File: config.mk
export PLATFORM = sky130hd
export DESIGN_NAME = cbrt_feeder
export DESIGN_NICKNAME = d
export VERILOG_FILES = /design/src/rtl/cbrt_feeder.sv
export SDC_FILE = /design/constraint.sdc
export NUM_CORES = 1
export LEC_CHECK = 0
export CAP_MARGIN = 20
export CORE_MARGIN = 5
export CORE_UTILIZATION = 57
export CTS_BUF_LIST = sky130_fd_sc_hd__clkbuf_16
export DETAILED_ROUTE_END_ITERATION = 8
export PLACE_DENSITY = 0.81
export SYNTH_ARGS = -nofsm -noshare
export SYNTH_HDL_FRONTEND = slang
export SYNTH_SLANG_ARGS = --single-unit
export TNS_END_PERCENT = 10
File: constraint.sdc
create_clock -name clk -period 5.39 [get_ports clk]
set_input_delay 0.8085 -clock clk [delete_from_list [all_inputs] [get_ports clk]]
set_output_delay 0.8085 -clock clk [all_outputs]
set_load 0.02 [all_outputs]
File: src/rtl/cbrt_feeder.sv
// Operand sequencer in front of a multi-cycle cube-root unit: buffers operands in a
// small FIFO, launches them one at a time and returns {operand, root} pairs in order.
module cbrt_feeder #(
    parameter int DEPTH = 4,
    parameter int AW    = 2
) (
    input  logic          clk,
    input  logic          rst,
    input  logic [7:0]    in_data,
    input  logic          in_valid,
    output logic          in_ready,
    output logic [7:0]    out_x,
    output logic [2:0]    out_root,
    output logic          out_valid,
    input  logic          out_ready,
    output logic [7:0]    cbrt_x,
    output logic          cbrt_start,
    input  logic          cbrt_busy,
    input  logic [2:0]    cbrt_result,
    output logic [AW:0]   level
);

    typedef enum logic [1:0] {
        ST_IDLE  = 2'd0,
        ST_START = 2'd1,
        ST_WAIT  = 2'd2
    } state_t;

    localparam logic [AW:0]   LVL_ZERO = {(AW+1){1'b0}};
    localparam logic [AW:0]   LVL_ONE  = (AW+1)'(1);
    localparam logic [AW:0]   LVL_FULL = (AW+1)'(DEPTH);
    localparam logic [AW-1:0] PTR_ONE  = AW'(1);

    state_t          state_q, state_d;
    logic [7:0]      mem_q [DEPTH];
    logic [AW-1:0]   wr_ptr_q, wr_ptr_d;
    logic [AW-1:0]   rd_ptr_q, rd_ptr_d;
    logic [AW:0]     level_q, level_d;
    logic [7:0]      op_q, op_d;
    logic            start_q, start_d;
    logic [7:0]      out_x_q, out_x_d;
    logic [2:0]      out_root_q, out_root_d;
    logic            out_valid_q, out_valid_d;

    logic            full_s;
    logic            push_s;
    logic            pop_s;
    logic            capture_s;
    logic            slot_free_s;

    // Handshake qualifiers derived from registered state only.
    always_comb begin
        full_s      = (level_q == LVL_FULL);
        push_s      = in_valid && !full_s;
        slot_free_s = !out_valid_q || out_ready;
    end

    // Launch sequencer: pop on IDLE->START, capture in WAIT once busy drops and slot is free.
    always_comb begin
        state_d   = state_q;
        op_d      = op_q;
        pop_s     = 1'b0;
        capture_s = 1'b0;
        case (state_q)
            ST_IDLE: begin
                if ((level_q != LVL_ZERO) && !cbrt_busy) begin
                    state_d = ST_START;
                    pop_s   = 1'b1;
                    op_d    = mem_q[rd_ptr_q];
                end else begin
                    state_d = ST_IDLE;
                end
            end
            ST_START: begin
                state_d = ST_WAIT;
            end
            ST_WAIT: begin
                if (!cbrt_busy && slot_free_s) begin
                    capture_s = 1'b1;
                    state_d   = ST_IDLE;
                end else begin
                    state_d = ST_WAIT;
                end
            end
            default: begin
                state_d = ST_IDLE;
            end
        endcase
        start_d = (state_d == ST_START);
    end

    // FIFO pointer and occupancy next-state.
    always_comb begin
        wr_ptr_d = push_s ? (wr_ptr_q + PTR_ONE) : wr_ptr_q;
        rd_ptr_d = pop_s  ? (rd_ptr_q + PTR_ONE) : rd_ptr_q;
        case ({push_s, pop_s})
            2'b10:   level_d = level_q + LVL_ONE;
            2'b01:   level_d = level_q - LVL_ONE;
            default: level_d = level_q;
        endcase
    end

    // Output slot: a capture wins over the clear so back-to-back results have no bubble.
    always_comb begin
        out_x_d     = out_x_q;
        out_root_d  = out_root_q;
        out_valid_d = out_valid_q;
        if (capture_s) begin
            out_valid_d = 1'b1;
            out_x_d     = op_q;
            out_root_d  = cbrt_result;
        end else if (out_valid_q && out_ready) begin
            out_valid_d = 1'b0;
        end else begin
            out_valid_d = out_valid_q;
        end
    end

    // FIFO storage.
    always_ff @(posedge clk or negedge rst) begin
        if (!rst) begin
            for (int i = 0; i < DEPTH; i++) begin
                mem_q[i] <= 8'h00;
            end
        end else if (push_s) begin
            mem_q[wr_ptr_q] <= in_data;
        end
    end

    // Control and datapath state registers.
    always_ff @(posedge clk or negedge rst) begin
        if (!rst) begin
            state_q     <= ST_IDLE;
            wr_ptr_q    <= {AW{1'b0}};
            rd_ptr_q    <= {AW{1'b0}};
            level_q     <= LVL_ZERO;
            op_q        <= 8'h00;
            start_q     <= 1'b0;
            out_x_q     <= 8'h00;
            out_root_q  <= 3'd0;
            out_valid_q <= 1'b0;
        end else begin
            state_q     <= state_d;
            wr_ptr_q    <= wr_ptr_d;
            rd_ptr_q    <= rd_ptr_d;
            level_q     <= level_d;
            op_q        <= op_d;
            start_q     <= start_d;
            out_x_q     <= out_x_d;
            out_root_q  <= out_root_d;
            out_valid_q <= out_valid_d;
        end
    end

    assign in_ready   = !full_s;
    assign level      = level_q;
    assign cbrt_x     = op_q;
    assign cbrt_start = start_q;
    assign out_x      = out_x_q;
    assign out_root   = out_root_q;
    assign out_valid  = out_valid_q;

endmodule

==> results of run 1 <==
synth_stat cells (2+ instances only):
master and count:
buf_2 2, xnor2_1 2, nand3_4 4, inv_1 5, buf_6 2, ha_1 5, nor2b_1 4, mux2_1 2
nor2_1 2, mux4_2 8, mux2_2 50, nand2b_1 2, nor3_1 2, dfrtp_1 62, xor2_1 4
critical path, delay by kind of cell (launching register included):
kind	cells	cell delay, ns
buffers and inverters	1	0.62
flip-flops	1	0.42
AND/OR/NAND/NOR	1	0.57
per-layer routing:
metal  routed length, um  up-vias  share of wire (%)  track usage, %
met4                  93        0                1.9           7.867
met5                   0        -                  0               0
met1                2104      722                 44           23.63
met2                2298       38                 48           27.67
li1                    -      683                  -               -
met3                 277        8                5.8           6.009
power groups by stage:
stage               Combinational [W]  Sequential [W]  Clock (W)
CTS                          0.000923        0.000878   0.000489
detailed placement           0.000916        0.000885          0
finish                       0.000910        0.000875   0.000477
floorplan                    0.000551        0.000921          0
global route                 0.000982        0.000912   0.000516
global placement             0.000883        0.000859          0
kinds of logic (layout without fill, tap and decap cells):
group	after synthesis	in the layout	share of synthesized area, %
compound gates	1	1	0.1855
xor+xnor	6	6	1.950
fa+ha+maj	6	6	3.064
buf+inv	11	61	2.321
flops	62	62	57.57
mux	61	61	28.78
simple gates	19	19	6.129
layout make-up:
class                           count  area [sq um]  area share [%]
Clock buffer                        9         225.2           6.682
Timing Repair Buffer               41         402.9           11.95
Multi-Input combinational cell     93          1081           32.07
Inverter                            5         18.77          0.5568
Tap cell                           54         67.56           2.004
Sequential cell                    62          1551           46.03
Clock inverter                      6         23.77          0.7053
through the flow:
step           power (W)  std cells  setup WS (ns)  instance area, sq um  hold slack (ns)
2_1_floorplan   0.001472        166          3.137                  2695           0.4595
3_3_place_gp    0.001742        255          2.544                  3122           0.4693
3_5_place_dp    0.001801        255          2.428                  3122           0.4845
4_1_cts         0.002290        270          2.629                  3371           0.4956
5_1_grt         0.002410        270          2.561                  3371           0.5102
6_report        0.002262        270          2.644                  3371           0.4919
worst paths after layout:
check	start	to	slack, ns	cells after the start
worst max register to register	level[0]$_DFFE_PN0P_	level[2]$_DFFE_PN0P_	3.06	8
min in group asynchronous	rst	cbrt_x[4]$_DFFE_PN0N_	0.64	2
worst min-delay path	mem_q[28]$_DFFE_PN0P_	mem_q[28]$_DFFE_PN0P_	0.49	1
max in group asynchronous	rst	mem_q[18]$_DFFE_PN0P_	4.26	2
worst min register to register	mem_q[28]$_DFFE_PN0P_	mem_q[28]$_DFFE_PN0P_	0.49	1
worst max-delay path	level[0]$_DFFE_PN0P_	in_ready	2.64	2
flip-flops by register name, summed over array words and instances, names as in the netlist:
| signal | count |
|---|---|
| out_x | 8 |
| cbrt_x | 8 |
| out_root | 3 |
| cbrt_start | 1 |
| state_q | 2 |
| wr_ptr_q | 2 |
| out_valid | 1 |
| level | 3 |
| mem_q | 32 |
| rd_ptr_q | 2 |
==> flow_summary.toml, run 1 <==
[outcome]
status = "finished, final reports clean"

[power]
p_clk_share_pct = 21.1
swShare_pct = 32.16
p_comb_share_pct = 40.2
p_int_w = 0.001535
power_leakage_nw = 1.459
pwr-share-seq_pct = 38.7
switchingPower_w = 0.0007276
ir_worst_vdd_uv = 346.6
p_per_area_mw_per_mm2 = 671.2

[run]
max_cap_viol_count = 0

[cts]
clkTransAtPathRegs_ns = 0.05
ctsHoldBuffers = 0
clock-sinks = 62
ctsResizeCount = 0
h-tree-depth = 3
cts_tree = "yes"
clock_latency_ns = 0.32
cts_inserted_buffers = 9
cts_setup_buffers = 0
clockRootBuffer = "clkbuf_16"
clock_path_buffers = 2

[floorplanning]
core_area_sq_mm = 0.004661
rows = 25
die-area_sq_mm = 0.006203
dieWidth_um = 78.76
io_pins = 41
chipHeight_um = 78.76
initial_core_util_pct = 57.83

[finish]
final_cell_mix = "dfrtp_1, mux2_2, clkdlybuf4s50_1"
fin_nets = 234
final_util_pct = 72.32
fill_cells = 279
final_common_cell = "dfrtp_1"
drive_above_1_share_pct = 35.65
area_growth_pct = 25.07
antenna_cells = 0

[setup_path]
path_cells = "or3b_1 > clkdlybuf4s50_1"
critPathCaptureType = "primary output"
crit_slowest_cell = "clkdlybuf4s50_1"
arrival_ns = 1.94
critPathLaunchType = "register"
required_ns = 4.58
slowest_delay_ns = 0.62
cp_max_fo = 6
crit_type = "reg -> out"

[yosys]
synth-seq-cells = 62
async_reset_ff_share_pct = 100.0
syn_inst = 166
synth_top_area_share_pct = 57.57
synth_area_leader_cell = "dfrtp_1"
yosysSeqAreaShare_pct = 57.57
synth.distinct_cells = 25
ys.flop_type = "dfrtp_1"
synth.area.top_cells = "dfrtp_1, mux2_2, mux4_2, nand3_4, ha_1"
synth_edf_count = 0
yosysWarnings = 0
syn_nets = 188
avgSynthCellArea_sq_um = 16.24
synth_area_sq_mm = 0.002695

[timing]
max_slew.worst_pin.slew_ns = 0.8500
finalMaxSlewViolations = 0
skew_ns = 0.002960
fmax_mhz = 364.1
finalSetupTns_ns = 0
finalHoldViolations = 0
fin_crit_sh_pct = 50.95
min_period_ns = 2.746
relSlewSlack_pct = 43.22
setup_viol = 0
rsz0062_at_grt = "false"

[placement]
dp_hpwl_um = 3328
io_buffer_count = 40
gp_congestion = 0.6923

[global_route]
grt_pass1_vias = 1624
grt_pass1_wl_um = 8300
grt_usage_pct = 18.08
grt_start_max_net_pins = 63
antenna_found_initial = 0
grt_overflow_total = 0

[min_path]
hp-class = "reg -> reg"

[drt]
first_iter_violations = 107
drc = 0
viasPerCell = 5.374
wirelength_um = 4774
wl_per_cell_um = 17.68
firstDrtPassIters = 4
vias = 1451
ant_nets = 0
Note: power is estimated with default switching activity, not from simulation.
==> run 2: changes to the inputs <==
--- a/config.mk
+++ b/config.mk
@@ -7,10 +7,10 @@
 export LEC_CHECK = 0
 export CAP_MARGIN = 20
 export CORE_MARGIN = 5
-export CORE_UTILIZATION = 57
+export CORE_UTILIZATION = 48
 export CTS_BUF_LIST = sky130_fd_sc_hd__clkbuf_16
 export DETAILED_ROUTE_END_ITERATION = 8
-export PLACE_DENSITY = 0.81
+export PLACE_DENSITY = 0.72
 export SYNTH_ARGS = -nofsm -noshare
 export SYNTH_HDL_FRONTEND = slang
 export SYNTH_SLANG_ARGS = --single-unit
==> constraint.sdc (replaced) <==
create_clock -name clk -period 2.3 [get_ports clk]
set_input_delay 0.345 -clock clk [delete_from_list [all_inputs] [get_ports clk]]
set_output_delay 0.345 -clock clk [all_outputs]
set_load 0.02 [all_outputs]
==> run 2 against run 1 <==
Against the previous run: sequential cell count is the same; sequential power grew 130%; register-to-register slack lost 2.8 ns; die area grew 16%; routed wire length grew 2.8%; final cell count grew 9.3%; critical endpoint unchanged; largest power group unchanged.
==> flow_summary.toml, run 2 (synthesized netlist as in run 1, its figures left out) <==
[outcome]
status = "finished, final reports clean"

[finish]
fin_nets = 241
fill_cells = 411
regArea_sq_mm = 0.001551
largest_reg_flops = 32
largest_register = "mem_q"
final_cell_mix = "dfrtp_1, mux2_2, clkdlybuf4s50_1"
area_growth_pct = 28.97
multi_input_area_sq_mm = 0.001081
antenna_cells = 0
design_area_sq_mm = 0.003476
final_util_pct = 63.51
drive_above_1_share_pct = 38.57
final_common_cell = "dfrtp_1"

[placement]
dpl_cell_area_sq_mm = 0.003197
io_buffer_count = 40
dp_hpwl_um = 3435
gp_congestion = 0.7219
pre_cts_ws_ns = -0.08003

[cts]
cts_inserted_buffers = 9
clock_path_buffers = 2
clock-sinks = 62
ctsResizeCount = 0
clockRootBuffer = "clkbuf_16"
h-tree-depth = 3
ctsHoldBuffers = 0
cts_tree = "yes"
cts_setup_buffers = 0
clkTransAtPathRegs_ns = 0.05
clock_latency_ns = 0.32

[setup_path]
r2r_start = "level[1]$_DFFE_PN0P_"
crit_path_end = "in_ready"
worstReg2RegEnd = "level[2]$_DFFE_PN0P_"
arrival_ns = 1.89
crit_type = "reg -> out"
critPathLaunchType = "register"
cp_max_fo = 5
required_ns = 1.96
r2r_setup_slack_ns = 0.24
rr_worst_depth = 8
critPathLaunch = "level[1]$_DFFE_PN0P_"
critPathCaptureType = "primary output"

[timing]
min_period_ns = 2.236
fin_crit_sh_pct = 97.24
finalMaxSlewViolations = 0
setup_viol = 0
fmax_mhz = 447.1
fin_ws_ns = 0.06351
rsz0062_at_grt = "false"
max_slew.worst_pin.slew_ns = 0.7611
finalHoldViolations = 0
relSlewSlack_pct = 49.26
skew_ns = 0.005765

[floorplanning]
io_pins = 41
dieWidth_um = 84.93
core_area_sq_mm = 0.005473
chipHeight_um = 84.93
initial_core_util_pct = 49.25
rows = 27
die-area_sq_mm = 0.007213

[drt]
vias = 1505
wirelength_um = 4910
wl_per_cell_um = 16.64
viasPerCell = 5.102
drc = 0
first_iter_violations = 55
ant_nets = 0
firstDrtPassIters = 4

[global_route]
grt_pass1_wl_um = 8459
grt_overflow_total = 0
antenna_found_initial = 0
grt_pass1_vias = 1699
grt_usage_pct = 15.50
grt_start_max_net_pins = 63

[power]
ir_worst_vdd_uv = 674.0
p_per_area_mw_per_mm2 = 1577
power_leakage_nw = 1.494

[min_path]
hp-class = "in -> async"

[run]
max_cap_viol_count = 0
[run 2: cell count changes in the layout (fill, tap and decap cells not counted)]
cell        delta
inv_1          -3
bufinv_16      +1
buf_4          +7
clkinvlp_4     +1
clkinv_1       +1
[run 2: layout make-up]
class | instances | share of cell area (%)
Inverter | 5 | 0.5400
Tap cell | 72 | 2.592
Clock inverter | 6 | 1.548
Timing Repair Buffer | 48 | 13.10
Multi-Input combinational cell | 93 | 31.10
Sequential cell | 62 | 44.64
Clock buffer | 9 | 6.479
[run 2: how the worst min path moves through the flow]
| stage | startpoint | to | cells after the start |
|---|---|---|---|
| 3_3_place_gp | mem_q[29]$_DFFE_PN0P_ | mem_q[29]$_DFFE_PN0P_ | 1 |
| 3_5_place_dp | mem_q[29]$_DFFE_PN0P_ | mem_q[29]$_DFFE_PN0P_ | 1 |
| 4_1_cts | rst | out_x[0]$_DFFE_PN0P_ | 2 |
| 5_1_grt | rst | mem_q[28]$_DFFE_PN0P_ | 2 |
| 2_1_floorplan | rst | cbrt_start$_DFF_PN0_ | 0 |
| 6_report | rst | out_x[0]$_DFFE_PN0P_ | 2 |
[run 2: report_power, final]
part | total, W | leakage (nW) | switching [W] | internal, W
logic | 0.00218 | 0.617 | 0.000897 | 0.00128
clock network | 0.00125 | 0.134 | 0.000437 | 0.000816
registers | 0.00205 | 0.743 | 0.000395 | 0.00165
total | 0.00548 | 1.49 | 0.00173 | 0.00375
[run 2: critical path, cell delays in order, from the launching register on]
cell and delay (ns):
dfrtp_1 0.41, or3b_1 0.42, buf_4 0.20, clkdlybuf4s50_1 0.54
[run 2: metrics by stage]
step | cells | hold WS [ns] | TNS [ns] | power (W)
floorplan | 166 | 0.04941 | 0 | 0.003449
global placement | 280 | 0.4691 | -0.02176 | 0.004138
detailed placement | 280 | 0.4875 | -0.08003 | 0.004278
CTS | 295 | 0.2138 | 0 | 0.005560
global route | 295 | 0.2701 | 0 | 0.005830
finish | 295 | 0.1922 | 0 | 0.005482
[run 2: layer usage]
layer	up-vias	wire [um]	part of all wire, %	GRT usage (%)
met5	-	0	0	0
met3	12	258	5.3	4.272
met2	41	2410	49	23.77
li1	696	-	-	-
met1	756	2117	43	19.68
met4	0	124	2.5	9.065
==> run 3: changes to the inputs <==
--- a/config.mk
+++ b/config.mk
@@ -5,7 +5,7 @@
 export SDC_FILE = /design/constraint.sdc
 export NUM_CORES = 1
 export LEC_CHECK = 0
-export CAP_MARGIN = 20
+export CAP_MARGIN = 0
 export CORE_MARGIN = 5
 export CORE_UTILIZATION = 48
 export CTS_BUF_LIST = sky130_fd_sc_hd__clkbuf_16
==> results of run 3 <==
No change in the layout: final DEF, timing and power equal those of run 2.
